`src/rtl/mips_ctrl_seq.sv`:
```
// mips_ctrl_seq -- multi-cycle MIPS decode/control sequencer.
//
// Accepts one instruction word per valid/ready handshake, decodes it into
// register addresses, ALU op, immediate and operand-B select, holds those
// fields stable through EXEC and WB, issues a single register-file write
// pulse in WB and captures the ALU flags there.
//
// Sequence: IDLE -> DECODE -> EXEC (EXEC_CYCLES cycles) -> WB -> IDLE.
//
// Parameters:
//   EXEC_CYCLES   cycles spent in EXEC before WB (1..15)
//
// Ports:
//   clk, rst                 clock, synchronous active-high reset
//   instr, instr_valid       instruction word and its valid strobe
//   instr_ready              high in IDLE: an instruction can be accepted
//   Read1, Read2, Write      rs, rt and destination register addresses
//   op, inm, sel             ALU op, immediate, 1 = operand B is immediate
//   reg_we                   register-file write enable (one-cycle pulse)
//   zero, overflow, carry    ALU flags, sampled in WB
//   status                   {carry, overflow, zero} captured in WB
//   illegal                  last instruction undecodable (sticky)
//   done                     one-cycle retire pulse
//   trap                     overflow trap pulse
//
// Optional feature macro: MIPS_CTRL_OVF_TRAP_EN
//   defined   : ADD/SUB overflow in WB suppresses reg_we and pulses trap
//   undefined : trap tied 0, overflow only recorded in status

module mips_ctrl_seq #(
    parameter int EXEC_CYCLES = 1
) (
    input  logic        clk,
    input  logic        rst,
    input  logic [31:0] instr,
    input  logic        instr_valid,
    output logic        instr_ready,
    output logic [4:0]  Read1,
    output logic [4:0]  Read2,
    output logic [4:0]  Write,
    output logic [3:0]  op,
    output logic [15:0] inm,
    output logic        sel,
    output logic        reg_we,
    input  logic        zero,
    input  logic        overflow,
    input  logic        carry,
    output logic [2:0]  status,
    output logic        illegal,
    output logic        done,
    output logic        trap
);

    localparam logic [3:0] OP_AND = 4'b0000;
    localparam logic [3:0] OP_OR  = 4'b0001;
    localparam logic [3:0] OP_ADD = 4'b0010;
    localparam logic [3:0] OP_SUB = 4'b0110;
    localparam logic [3:0] OP_SLT = 4'b0111;
    localparam logic [3:0] OP_NOR = 4'b1100;
    localparam logic [3:0] CNT_LOAD = 4'(EXEC_CYCLES - 1);

    typedef enum logic [1:0] {
        S_IDLE   = 2'd0,
        S_DECODE = 2'd1,
        S_EXEC   = 2'd2,
        S_WB     = 2'd3
    } state_t;

    state_t      r_state;
    state_t      w_next;
    logic [31:0] r_instr;
    logic [3:0]  r_cnt;
    logic [4:0]  r_read1;
    logic [4:0]  r_read2;
    logic [4:0]  r_write;
    logic [3:0]  r_op;
    logic [15:0] r_inm;
    logic        r_sel;
    logic        r_illegal;
    logic [2:0]  r_status;

    logic [5:0]  w_opc;
    logic [5:0]  w_funct;
    logic [3:0]  w_op;
    logic [4:0]  w_write;
    logic        w_sel;
    logic        w_ill;
    logic        w_wb;
    logic        w_trap;

    assign w_opc   = r_instr[31:26];
    assign w_funct = r_instr[5:0];

    // Decode of the latched instruction; only consumed while in DECODE.
    always_comb begin
        w_op    = OP_AND;
        w_write = 5'd0;
        w_sel   = 1'b0;
        w_ill   = 1'b0;
        if (w_opc == 6'h00) begin
            w_write = r_instr[15:11];
            case (w_funct)
                6'h20:   w_op = OP_ADD;
                6'h22:   w_op = OP_SUB;
                6'h24:   w_op = OP_AND;
                6'h25:   w_op = OP_OR;
                6'h27:   w_op = OP_NOR;
                6'h2A:   w_op = OP_SLT;
                default: w_ill = 1'b1;
            endcase
        end else begin
            w_write = r_instr[20:16];
            w_sel   = 1'b1;
            case (w_opc)
                6'h08:   w_op = OP_ADD;
                6'h0C:   w_op = OP_AND;
                6'h0D:   w_op = OP_OR;
                6'h0A:   w_op = OP_SLT;
                default: w_ill = 1'b1;
            endcase
        end
        // An undecodable word must never reach the register file.
        if (w_ill) begin
            w_op    = OP_AND;
            w_write = 5'd0;
            w_sel   = 1'b0;
        end
    end

    always_ff @(posedge clk) begin
        if (rst) begin
            r_state <= S_IDLE;
        end else begin
            r_state <= w_next;
        end
    end

    always_comb begin
        w_next = r_state;
        case (r_state)
            S_IDLE:   if (instr_valid) w_next = S_DECODE;
            S_DECODE: w_next = S_EXEC;
            S_EXEC:   if (r_cnt == 4'd0) w_next = S_WB;
            S_WB:     w_next = S_IDLE;
            default:  w_next = S_IDLE;
        endcase
    end

    always_ff @(posedge clk) begin
        if (rst) begin
            r_instr   <= 32'd0;
            r_cnt     <= 4'd0;
            r_read1   <= 5'd0;
            r_read2   <= 5'd0;
            r_write   <= 5'd0;
            r_op      <= 4'd0;
            r_inm     <= 16'd0;
            r_sel     <= 1'b0;
            r_illegal <= 1'b0;
            r_status  <= 3'd0;
        end else begin
            case (r_state)
                S_IDLE: begin
                    if (instr_valid) begin
                        r_instr   <= instr;
                        r_illegal <= 1'b0;
                    end
                end
                S_DECODE: begin
                    r_read1   <= r_instr[25:21];
                    r_read2   <= r_instr[20:16];
                    r_inm     <= r_instr[15:0];
                    r_write   <= w_write;
                    r_op      <= w_op;
                    r_sel     <= w_sel;
                    r_illegal <= w_ill;
                    r_cnt     <= CNT_LOAD;
                end
                S_EXEC: begin
                    if (r_cnt != 4'd0) r_cnt <= r_cnt - 4'd1;
                end
                S_WB: begin
                    r_status <= {carry, overflow, zero};
                end
                default: ;
            endcase
        end
    end

    // WB pulses are gated by rst so an instruction aborted in WB never retires.
    assign w_wb = (r_state == S_WB) && !rst;

`ifdef MIPS_CTRL_OVF_TRAP_EN
    assign w_trap = w_wb && overflow && ((r_op == OP_ADD) || (r_op == OP_SUB));
`else
    assign w_trap = 1'b0;
`endif

    assign instr_ready = (r_state == S_IDLE);
    assign reg_we      = w_wb && !r_illegal && (r_write != 5'd0) && !w_trap;
    assign done        = w_wb;
    assign trap        = w_trap;
    assign Read1       = r_read1;
    assign Read2       = r_read2;
    assign Write       = r_write;
    assign op          = r_op;
    assign inm         = r_inm;
    assign sel         = r_sel;
    assign illegal     = r_illegal;
    assign status      = r_status;

endmodule
```
`config.mk`:
```
export PLATFORM = sky130hd
export DESIGN_NAME = mips_ctrl_seq
export DESIGN_NICKNAME = d
export VERILOG_FILES = /design/src/rtl/mips_ctrl_seq.sv
export SDC_FILE = /design/constraint.sdc
export NUM_CORES = 1
export LEC_CHECK = 0
export BUFFER_PORTS_ARGS = -buffer_cell sky130_fd_sc_hd__buf_2
export CORE_ASPECT_RATIO = 1.75
export CORE_MARGIN = 2
export CORE_UTILIZATION = 52
export DETAILED_ROUTE_END_ITERATION = 10
export GPL_ROUTABILITY_DRIVEN = 0
export MAX_ROUTING_LAYER = met4
export PLACE_DENSITY = 0.79
export RECOVER_POWER = 50
export REMOVE_ABC_BUFFERS = 1
export SYNTH_ARGS = -nofsm -noshare
export SYNTH_HDL_FRONTEND = slang
export SYNTH_SLANG_ARGS = --single-unit
export TNS_END_PERCENT = 1
```
`constraint.sdc`:
```
create_clock -name clk -period 1.9 [get_ports clk]
set_input_delay 0.095 -clock clk [delete_from_list [all_inputs] [get_ports clk]]
set_output_delay 0.095 -clock clk [all_outputs]
set_load 0.02 [all_outputs]
```
# Word level (Yosys, flattened, before mapping)
# Index checks and enable logic that the tools add are counted.
[word_totals]
inputBits = 38
regBits = 78
wordCells = 64
out_inout_bits = 44
[classes]
n_reduce_logical = 18
n_addsub = 1
muxes = 18
eq_ne = 16
[ops]
columns = ["op", "count"]
rows = [
  ["$eq 6x6->1 const B", 6],
  ["$eq 6x4->1 const B", 4],
  ["$pmux 4 s5", 1],
  ["$mux 4", 3],
  ["$mux 5", 2],
  ["$pmux 3 s3", 1],
  ["$pmux 2 s4", 1],
  ["$pmux 4 s2", 1],
  ["$reduce_and 2->1", 4],
  ["$logic_not 6->1", 1],
  ["$mux 1", 6],
  ["$ne 2x2->1 const B", 3],
  ["$reduce_or 6->1", 1],
  ["$reduce_bool 5->1", 1],
  ["$eq 2x2->1 const B", 2],
  ["$logic_not 4->1", 1],
  ["$mux 2", 2],
  ["$reduce_bool 2->1", 2],
  ["$reduce_bool 4->1", 1],
  ["$reduce_or 4->1", 1],
  ["$sub 4x1->4 const B", 1],
  ["$logic_and 1x1->1", 3],
  ["$eq 2x1->1 const B", 1],
  ["$logic_not 1->1", 2],
  ["2 further kinds", 2],
]

# Longest topological paths before layout
# Gate-level depths: netlist (run 1).
[depth]
depth_word = 5
mapped_depth = 7

# Least setup slack after synthesis (run 1)
# No wires, ideal clock.
[synth_timing]
path_kind = "register to output"
from = "reg r_state[0]"
to = "out reg_we"
arrival_time_ns = 1.574
stages_incl_launch_ff = 4
path_slack_ns = 0.231
required_ns = 1.805
cell_sequence = "dfxtp_1 -> ha_1 -> nor2b_1 -> nor3b_1"
[synth_between]
elab_chain_cells = 4
[synth_rtl]
columns = ["item", "line_no", "rtl"]
rows = [
  ["start, declared", "69", "state_t r_state;"],
  ["start signal, assigned", "134", "r_state <= w_next;"],
  ["$eq 2x2->1", "191", "assign w_wb = (r_state == S_WB) && !rst;"],
  ["$logic_and 1x1->1", "191", ""],
  ["net done", "50", "output logic done,"],
  ["$logic_and 1x1->1 (2 in series)", "200", "assign reg_we = w_wb && !r_illegal && (r_write != 5'd0) && !w_trap;"],
  ["end, declared", "44", "output logic reg_we,"],
]
# The timed path passes the listed nets, and every way through them passes these cells.

# Final worst setup path (run 1)
[layout_timing]
from = "reg r_state[1]"
to = "reg r_read1[2] (netlist: Read1[2])"
[layout_between]
elab_chain_cells = 1
[layout_rtl]
columns = ["item", "line_no", "rtl"]
rows = [
  ["$eq 2x1->1", "162", "case (r_state)"],
  ["end signal, assigned", "170", "r_read1 <= r_instr[25:21];"],
  ["end, declared", "73", "logic [4:0] r_read1;"],
]
# No other way between the ends.
# A chain may end at the register's enable or synchronous reset.

==> results of run 1 <==
[where the power goes]
group	switching [W]	internal, W	total, W
Clock	0.000503	0.000466	0.000969
Combinational	0.00102	0.000674	0.00170
Sequential	0.000193	0.00188	0.00208
Total	0.00172	0.00302	0.00474
[worst max-delay path: cells and delay by family (launching register included)]
| kind | cells | cell delay [ns] |
|---|---|---|
| buf+inv | 2 | 0.60 |
| flops | 1 | 0.34 |
| fa+ha+maj | 1 | 0.28 |
| mux | 1 | 0.27 |
| simple gates | 1 | 0.07 |
[layer usage]
layer | track usage | wire length [um] | up-vias | part of all wire
met2 | 0.414 | 3820 | 71 | 0.54
met4 | 0.114 | 165 | 0 | 0.023
met3 | 0.0378 | 233 | 12 | 0.033
met1 | 0.234 | 2860 | 1291 | 0.40
li1 | - | - | 1432 | -
met5 | - | 0 | - | 0
[kinds of logic (layout without fill, tap and decap cells)]
logic type	Yosys count	after routing
adder cells (fa/ha/maj)	6	6
AO/OA/AOI/OAI	57	57
other	1	1
flip-flops	78	78
XOR/XNOR	2	2
buffers and inverters	30	137
AND/OR/NAND/NOR	153	153
multiplexers	37	37
[per-stage QoR]
stage | instance area, um^2 | setup WS, ns | hold slack (ns) | utilization
2_1_floorplan | 3060 | -0.486 | 0.164 | -
3_3_place_gp | 3650 | 0.331 | 0.334 | 0.620
3_5_place_dp | 3650 | 0.262 | 0.340 | 0.620
4_1_cts | 4100 | 0.192 | 0.000476 | 0.698
5_1_grt | 4050 | 0.0599 | 0.0142 | 0.688
6_report | 4050 | 0.227 | 0.00715 | 0.688
[synthesized netlist by cell type, types with 2 or more instances]
cell / number / area [um^2]
a21oi_1: 39 / 195
buf_1: 2 / 7.51
buf_2: 5 / 25.0
clkbuf_1: 15 / 56.3
dfxtp_1: 78 / 1560
ha_1: 6 / 75.1
inv_1: 6 / 22.5
mux2i_1: 36 / 360
nand2_1: 83 / 312
nand2b_1: 6 / 37.5
nand3_1: 4 / 20.0
nand4_1: 2 / 12.5
nor2_1: 41 / 154
nor2b_1: 4 / 25.0
nor3_1: 3 / 15.0
o2111ai_1: 2 / 17.5
o31ai_1: 6 / 45.0
or3b_1: 2 / 17.5
or4_1: 2 / 15.0
xor2_1: 2 / 17.5
[layout make-up]
class | count | area [um^2] | area share
tap | 78 | 97.6 | 0.0241
sequential | 78 | 1560 | 0.386
inverter | 7 | 26.3 | 0.00650
timing repair buffer | 120 | 749 | 0.185
clock buffer | 10 | 138 | 0.0340
multi-input combinational | 256 | 1470 | 0.364
[cell usage in the layout (no fill, tap or decap), types with 3 or more instances in the layout]
cell and instances:
buf_2 39, nor3_1 3, ha_1 6, buf_4 4
clkbuf_1 41, mux2i_1 36, o31ai_1 6, dlygate4sd3_1 32
a21oi_1 39, dfxtp_1 78, nand2b_1 6, nand2_1 83
nor2_1 41, nor2b_1 4, nand3_1 4, clkbuf_8 10
inv_1 6
[worst max-delay path by stage]
stage | from | endpoint | slack [ns] | depth (start not counted)
after floorplan | r_state[1]$_SDFFE_PP0P_ | op[3]$_SDFFE_PP0P_ | -0.49 | 5
after global placement | r_cnt[0]$_SDFFE_PP0P_ | r_state[1]$_SDFFE_PP0P_ | 0.33 | 6
after detailed placement | r_cnt[0]$_SDFFE_PP0P_ | r_state[1]$_SDFFE_PP0P_ | 0.26 | 6
after CTS | r_state[0]$_SDFFE_PP0P_ | reg_we | 0.19 | 4
after global routing | r_state[0]$_SDFFE_PP0P_ | reg_we | 0.06 | 4
final | r_state[1]$_SDFFE_PP0P_ | Read1[2]$_SDFFE_PP0P_ | 0.23 | 5
[timing repair]
item | CTS | global route
setup buffers | 0 | 0
endpoints found under the hold margin | 32 | 0
hold buffers | 32 | 0
resized for setup | 0 | 0
[sequential cells by signal, indices dropped and copies added (netlist names)]
register  flops
op            4
r_state       2
sel           1
r_cnt         4
Read1         5
status        3
Read2         5
illegal       1
r_instr      32
inm          16
Write         5
==> out/metrics.yaml, run 1 <==
outcome: "complete, no violations"
clock_path_buffers: 2
r2r_start: "r_state[1]$_SDFFE_PP0P_"
yosys_warnings: 0
clkLatencyLatePin_ns: 0.34
antenna_left: 0
cp-start-kind: "flop"
ys_types: 40
grt_max_degree: 42
synth_top_family_by_area: "simple AND/OR/NAND/NOR gates"
leakage_nw: 1.61
path_clk_slew_ns: 0.07
cts_tree: "built"
grt_overflow: 0
numPortBuffers: 80
setup_viol: 0
num_vias: 2806
seq_area_frac_synth: 0.495
syn_to_final_growth_pct: 28.1
synth_compound_gate_area_share: 0.107
die-width_um: 62.9
drt_pre_antenna_iters: 4
synthMuxAreaShare: 0.118
cp_max_fo: 16
core-area_um2: 5880
synth-edff-count: 0
fillers: 492
wl_per_cell_um: 12.9
syn_area_per_cell_um2: 8.67
cts_buffers: 9
first_iter_violations: 94
ys_async_sr_fraction: 0
maxSlewHeadroom: 0.626
arrival_ns: 1.90
rows: 37
grt_pass1_vias: 2701
drive_gt1_frac: 0.127
crit_chain: "inv_1 -> ha_1 -> clkbuf_2 -> mux2i_1 -> nor2_1"
hp-start: "zero"
fp.dieH_um: 107
num-nets-final: 516
syn_area_um2: 3160
wirelength_um: 7070
netlist_instances: 364
final_hold_viol_count: 0
diodes: 0
layout.cells.non_filler: 549
min_to: "status[0]$_SDFFE_PP0N_"
via_per_inst: 5.11
post-route-min-period_ns: 1.67
max_freq_mhz: 598
synth-xor-area-share: 0.00555
clock_sinks: 78
antenna_found_initial: 0
hp-class: "input port to flop"
root_buffer: "clkbuf_8"
synth-main-ff-cell: "dfxtp_1"
htree_num_levels: 3
ir_worst_vdd_uv: 744
r2r-end: "Read1[2]$_SDFFE_PP0P_"
drc: 0
io_pins: 82
tightest_slew_ns: 0.561
fin_setup_tns_ns: 0
die_area_um2: 6730
cp.required_ns: 2.12
grt_usage: 0.228
final-max-slew-violation-count: 0
ys_ff_latch: 78
reg2reg_depth: 5
finClkSkew_ns: 0.00489
hold_depth: 3
timing_worst_setup_path_type: "flop to flop"
finalCritPeriodShare: 0.881
grt_pass1_wl_um: 11700
r2r_slack_ns: 0.23
total_power_w: 0.00474
yosys.area_share.simple: 0.211
cp_slowest_cell: "clkbuf_2"
initial_core_util: 0.537
hpwl_um: 4720
dp.cells: 507
rsz0062_at_grt: "false"
p_per_area_nw_per_um2: 1170
cp_slowest_stage_delay_ns: 0.51
synthAdderAreaFrac: 0.0238
drv_cap: 0
endpoint_kind: "flop"
No activity file was read; power rests on OpenSTA's default activity.
==> run 2, diff against run 1 <==
--- a/config.mk
+++ b/config.mk
@@ -15,6 +15,7 @@
 export PLACE_DENSITY = 0.79
 export RECOVER_POWER = 50
 export REMOVE_ABC_BUFFERS = 1
+export SETUP_SLACK_MARGIN = 0.5
 export SYNTH_ARGS = -nofsm -noshare
 export SYNTH_HDL_FRONTEND = slang
 export SYNTH_SLANG_ARGS = --single-unit
==> out/metrics.yaml, run 2 (same netlist as run 1, synthesis figures left out) <==
max_freq_mhz: 613
grt_max_degree: 42
first_iter_violations: 78
drv_cap: 0
cp-start-kind: "flop"
total_power_w: 0.00477
hpwl_um: 4720
diodes: 0
cp.required_ns: 1.80
final-max-slew-violation-count: 0
grt_pass1_vias: 2710
r2r_start: "r_state[0]$_SDFFE_PP0P_"
die-width_um: 62.9
reg2reg_depth: 4
htree_num_levels: 3
cp-startpoint: "r_state[0]$_SDFFE_PP0P_"
outcome: "complete, no violations"
grt_usage: 0.229
setup_viol: 0
syn_to_final_growth_pct: 29.4
core-area_um2: 5880
layout_setup_ws_ns: 0.268
drt_pre_antenna_iters: 4
drive_gt1_frac: 0.142
cp_slowest_cell: "dfxtp_1"
via_per_inst: 5.05
final_cell_mix: "nand2_1, dfxtp_1, clkbuf_1"
path_clk_slew_ns: 0.07
met3_usage: 0.0378
rows: 37
num_vias: 2780
largest_register: "r_instr"
final_common_cell: "nand2_1"
placed_cell_area_um2: 3650
final_hold_viol_count: 0
rsz0062_at_grt: "true"
root_buffer: "clkbuf_8"
cp_slowest_stage_delay_ns: 0.44
antenna_left: 0
use_met2: 0.416
timing_worst_setup_path_type: "flop to output pin"
cts_tree: "built"
hold_depth: 3
numPortBuffers: 80
grt_pass1_wl_um: 11700
ir_worst_vdd_uv: 743
fin_area_um2: 4090
clkLatencyLatePin_ns: 0.34
crit_family: "flip-flops"
dp.cells: 507
timing.critical_path.to: "reg_we"
layout.cells.non_filler: 551
post-route-min-period_ns: 1.63
clock_path_buffers: 2
drc: 0
busiest_layer: "met2"
finalCritPeriodShare: 0.859
antenna_found_initial: 0
cts_buffers: 9
largest_reg_flops: 32
leakage_nw: 1.62
preCtsSetupSlack_ns: 0.262
num-nets-final: 518
crit_chain: "ha_4 -> nor2b_1 -> nor3b_1 -> buf_2"
fillers: 483
initial_core_util: 0.537
io_pins: 82
cp_max_fo: 4
grt_overflow: 0
r2r-end: "op[3]$_SDFFE_PP0P_"
hold_slack_ns: 0.00646
clock_sinks: 78
cp_num_cells: 4
wl_per_cell_um: 12.9
use_met1: 0.234
fp.dieH_um: 107
crit_buf_inv: 1
r2r_slack_ns: 0.27
wirelength_um: 7090
endpoint_kind: "output pin"
hp-class: "input port to flop"
arrival_ns: 1.54
die_area_um2: 6730
finClkSkew_ns: 0.00470
p_per_area_nw_per_um2: 1170
[run 2: layout make-up]
class	instances	area (um^2)	area share
Sequential cell	78	1570	0.383
Multi-Input combinational cell	256	1490	0.365
Timing Repair Buffer	122	768	0.188
Clock buffer	10	138	0.0337
Tap cell	78	97.6	0.0239
Inverter	7	26.3	0.00643
[run 2: worst register-to-register path, cell delays in order (launching register included)]
cell,delay (ns)
dfxtp_1,0.44
ha_1,0.32
inv_2,0.11
or4_1,0.54
a21oi_1,0.15
[run 2: routing by layer]
layer,wire length [um],share of wire
met1,2920,0.41
met2,3810,0.54
met3,186,0.026
met4,165,0.023
met5,0,0
[run 2: worst min path at each step]
stage               from                        to  slack (ns)
2_1_floorplan        rst        op[1]$_SDFFE_PP0P_        0.16
3_3_place_gp       carry    status[2]$_SDFFE_PP0N_        0.33
3_5_place_dp   instr[23]  r_instr[23]$_SDFFE_PP0P_        0.34
4_1_cts        instr[13]  r_instr[13]$_SDFFE_PP0P_      0.0005
5_1_grt        instr[17]  r_instr[17]$_SDFFE_PP0P_        0.01
6_report            zero    status[0]$_SDFFE_PP0N_       0.006
[run 2: per-stage QoR]
step	TNS (ns)	utilization
after floorplan	-3.04	-
after global placement	0	0.620
after detailed placement	0	0.620
after CTS	0	0.702
after global routing	0	0.695
final	0	0.695
[run 2: timing repair]
action / 4_1_cts / 5_1_grt
setup endpoints to repair: 38 / 78
setup buffers: 1 / 1
pin swaps: 1 / 2
hold buffers: 32 / 0
endpoints found under the hold margin: 32 / 0
resized for setup: 5 / 3
[run 2: power by group]
group,internal [W],switching [W],total (W)
Sequential,0.00189,0.000203,0.00209
Combinational,0.000689,0.00102,0.00171
Clock,0.000466,0.000502,0.000968
Total,0.00304,0.00173,0.00477
==> run 3, diff against run 2 <==
--- a/config.mk
+++ b/config.mk
@@ -7,8 +7,8 @@
 export LEC_CHECK = 0
 export BUFFER_PORTS_ARGS = -buffer_cell sky130_fd_sc_hd__buf_2
 export CORE_ASPECT_RATIO = 1.75
-export CORE_MARGIN = 2
 export CORE_UTILIZATION = 52
+export CTS_CLUSTER_SIZE = 14
 export DETAILED_ROUTE_END_ITERATION = 10
 export GPL_ROUTABILITY_DRIVEN = 0
 export MAX_ROUTING_LAYER = met4
==> out/metrics.yaml, run 3 (same netlist as run 1, synthesis figures left out) <==
final_common_cell: "nand2_1"
htree_num_levels: 3
final-max-slew-violation-count: 0
grt_pass1_wl_um: 12200
drive_gt1_frac: 0.155
drv_cap: 0
wirelength_um: 7660
layout_setup_ws_ns: 0.292
fillers: 484
initial_core_util: 0.537
dp.cells: 506
post-route-min-period_ns: 1.61
outcome: "complete, no violations"
antenna_left: 0
timing_worst_setup_path_type: "flop to output pin"
hp-class: "input port to flop"
root_buffer: "clkbuf_8"
core-area_um2: 5880
wl_per_cell_um: 13.8
via_per_inst: 5.14
hold_slack_ns: 0.00616
largest_reg_flops: 32
cp-start-kind: "flop"
cp_slowest_cell: "or4_4"
grt_pass1_vias: 2902
layout.cells.non_filler: 556
endpoint_kind: "output pin"
setup_viol: 0
clkLatencyLatePin_ns: 0.35
max_freq_mhz: 622
grt_max_degree: 52
cp_slowest_stage_delay_ns: 0.53
drc: 0
regArea_um2: 1570
numPortBuffers: 80
multi_input_area_um2: 1510
num-nets-final: 519
fp.dieH_um: 105
diodes: 0
ir_worst_vdd_uv: 702
grt_overflow: 0
io_pins: 82
leakage_nw: 1.65
hpwl_um: 4700
arrival_ns: 1.51
finClkSkew_ns: 0.00629
finalCritPeriodShare: 0.846
first_iter_violations: 92
clock_path_buffers: 2
antenna_found_initial: 0
cts_buffers: 9
die_area_um2: 6400
rows: 37
p_per_area_nw_per_um2: 1200
clock_sinks: 78
grt_usage: 0.261
crit_chain: "or4_4 -> nor2_4 -> nor3b_2 -> buf_4"
rsz0062_at_grt: "true"
syn_to_final_growth_pct: 31.9
num_vias: 2858
fin_setup_tns_ns: 0
final_hold_viol_count: 0
preCtsSetupSlack_ns: 0.291
final_cell_mix: "nand2_1, dfxtp_1, clkbuf_1"
drt_pre_antenna_iters: 4
path_clk_slew_ns: 0.07
die-width_um: 60.9
cp_max_fo: 3
cp.required_ns: 1.80
largest_register: "r_instr"
cts_tree: "built"
-- run 3: routing by layer --
layer  wire length (um)  share of wire  track usage  vias to the layer above
li1                   -              -            -                     1438
met1               3020           0.39        0.255                     1335
met2               4200           0.55        0.449                       67
met3                216          0.028       0.0718                       18
met4                225          0.029        0.131                        0
met5                  0              0            -                        -
-- run 3: area by class of cell --
| type | count | share of cell area |
|---|---|---|
| clock buffer | 12 | 0.0324 |
| multi-input combinational | 256 | 0.363 |
| inverter | 7 | 0.00631 |
| clock inverter | 2 | 0.00841 |
| timing repair buffer | 123 | 0.190 |
| sequential | 78 | 0.376 |
| tap | 78 | 0.0234 |
-- run 3: timing repair --
action | in CTS | in global routing
gates resized for setup | 6 | 11
hold buffers | 34 | 0
cloned | 0 | 0
pin swaps | 2 | 3
hold endpoints to repair | 34 | 0
setup buffers | 2 | 0
setup endpoints to repair | 59 | 62
-- run 3: worst max-delay path, delay by kind of cell (launching register included) --
kind | cells | cell delay (ns)
simple gates | 3 | 0.68
buf+inv | 1 | 0.15
flops | 1 | 0.33
-- run 3: through the flow --
stage	utilization	total power [W]	instance area [um^2]
after floorplan	-	0.00326	3060
after global placement	0.619	0.00376	3640
after detailed placement	0.619	0.00381	3640
after CTS	0.711	0.00501	4180
after global routing	0.708	0.00529	4170
final	0.708	0.00500	4170
-- run 3: final timing paths --
check	startpoint	to	cells after the start	slack [ns]
max	Write[2]$_SDFFE_PP0P_	reg_we	4	0.29
min	instr[17]	r_instr[17]$_SDFFE_PP0P_	3	0.006
max reg2reg	r_state[0]$_SDFFE_PP0P_	r_cnt[1]$_SDFFE_PP0P_	6	0.31
min reg2reg	r_instr[6]$_SDFFE_PP0P_	r_instr[6]$_SDFFE_PP0P_	2	0.45
-- run 3: report_power, final --
part	leakage, nW	switching (W)	internal (W)
Sequential	0.636	0.000214	0.00189
Combinational	0.926	0.00105	0.000710
Clock	0.0863	0.000539	0.000592
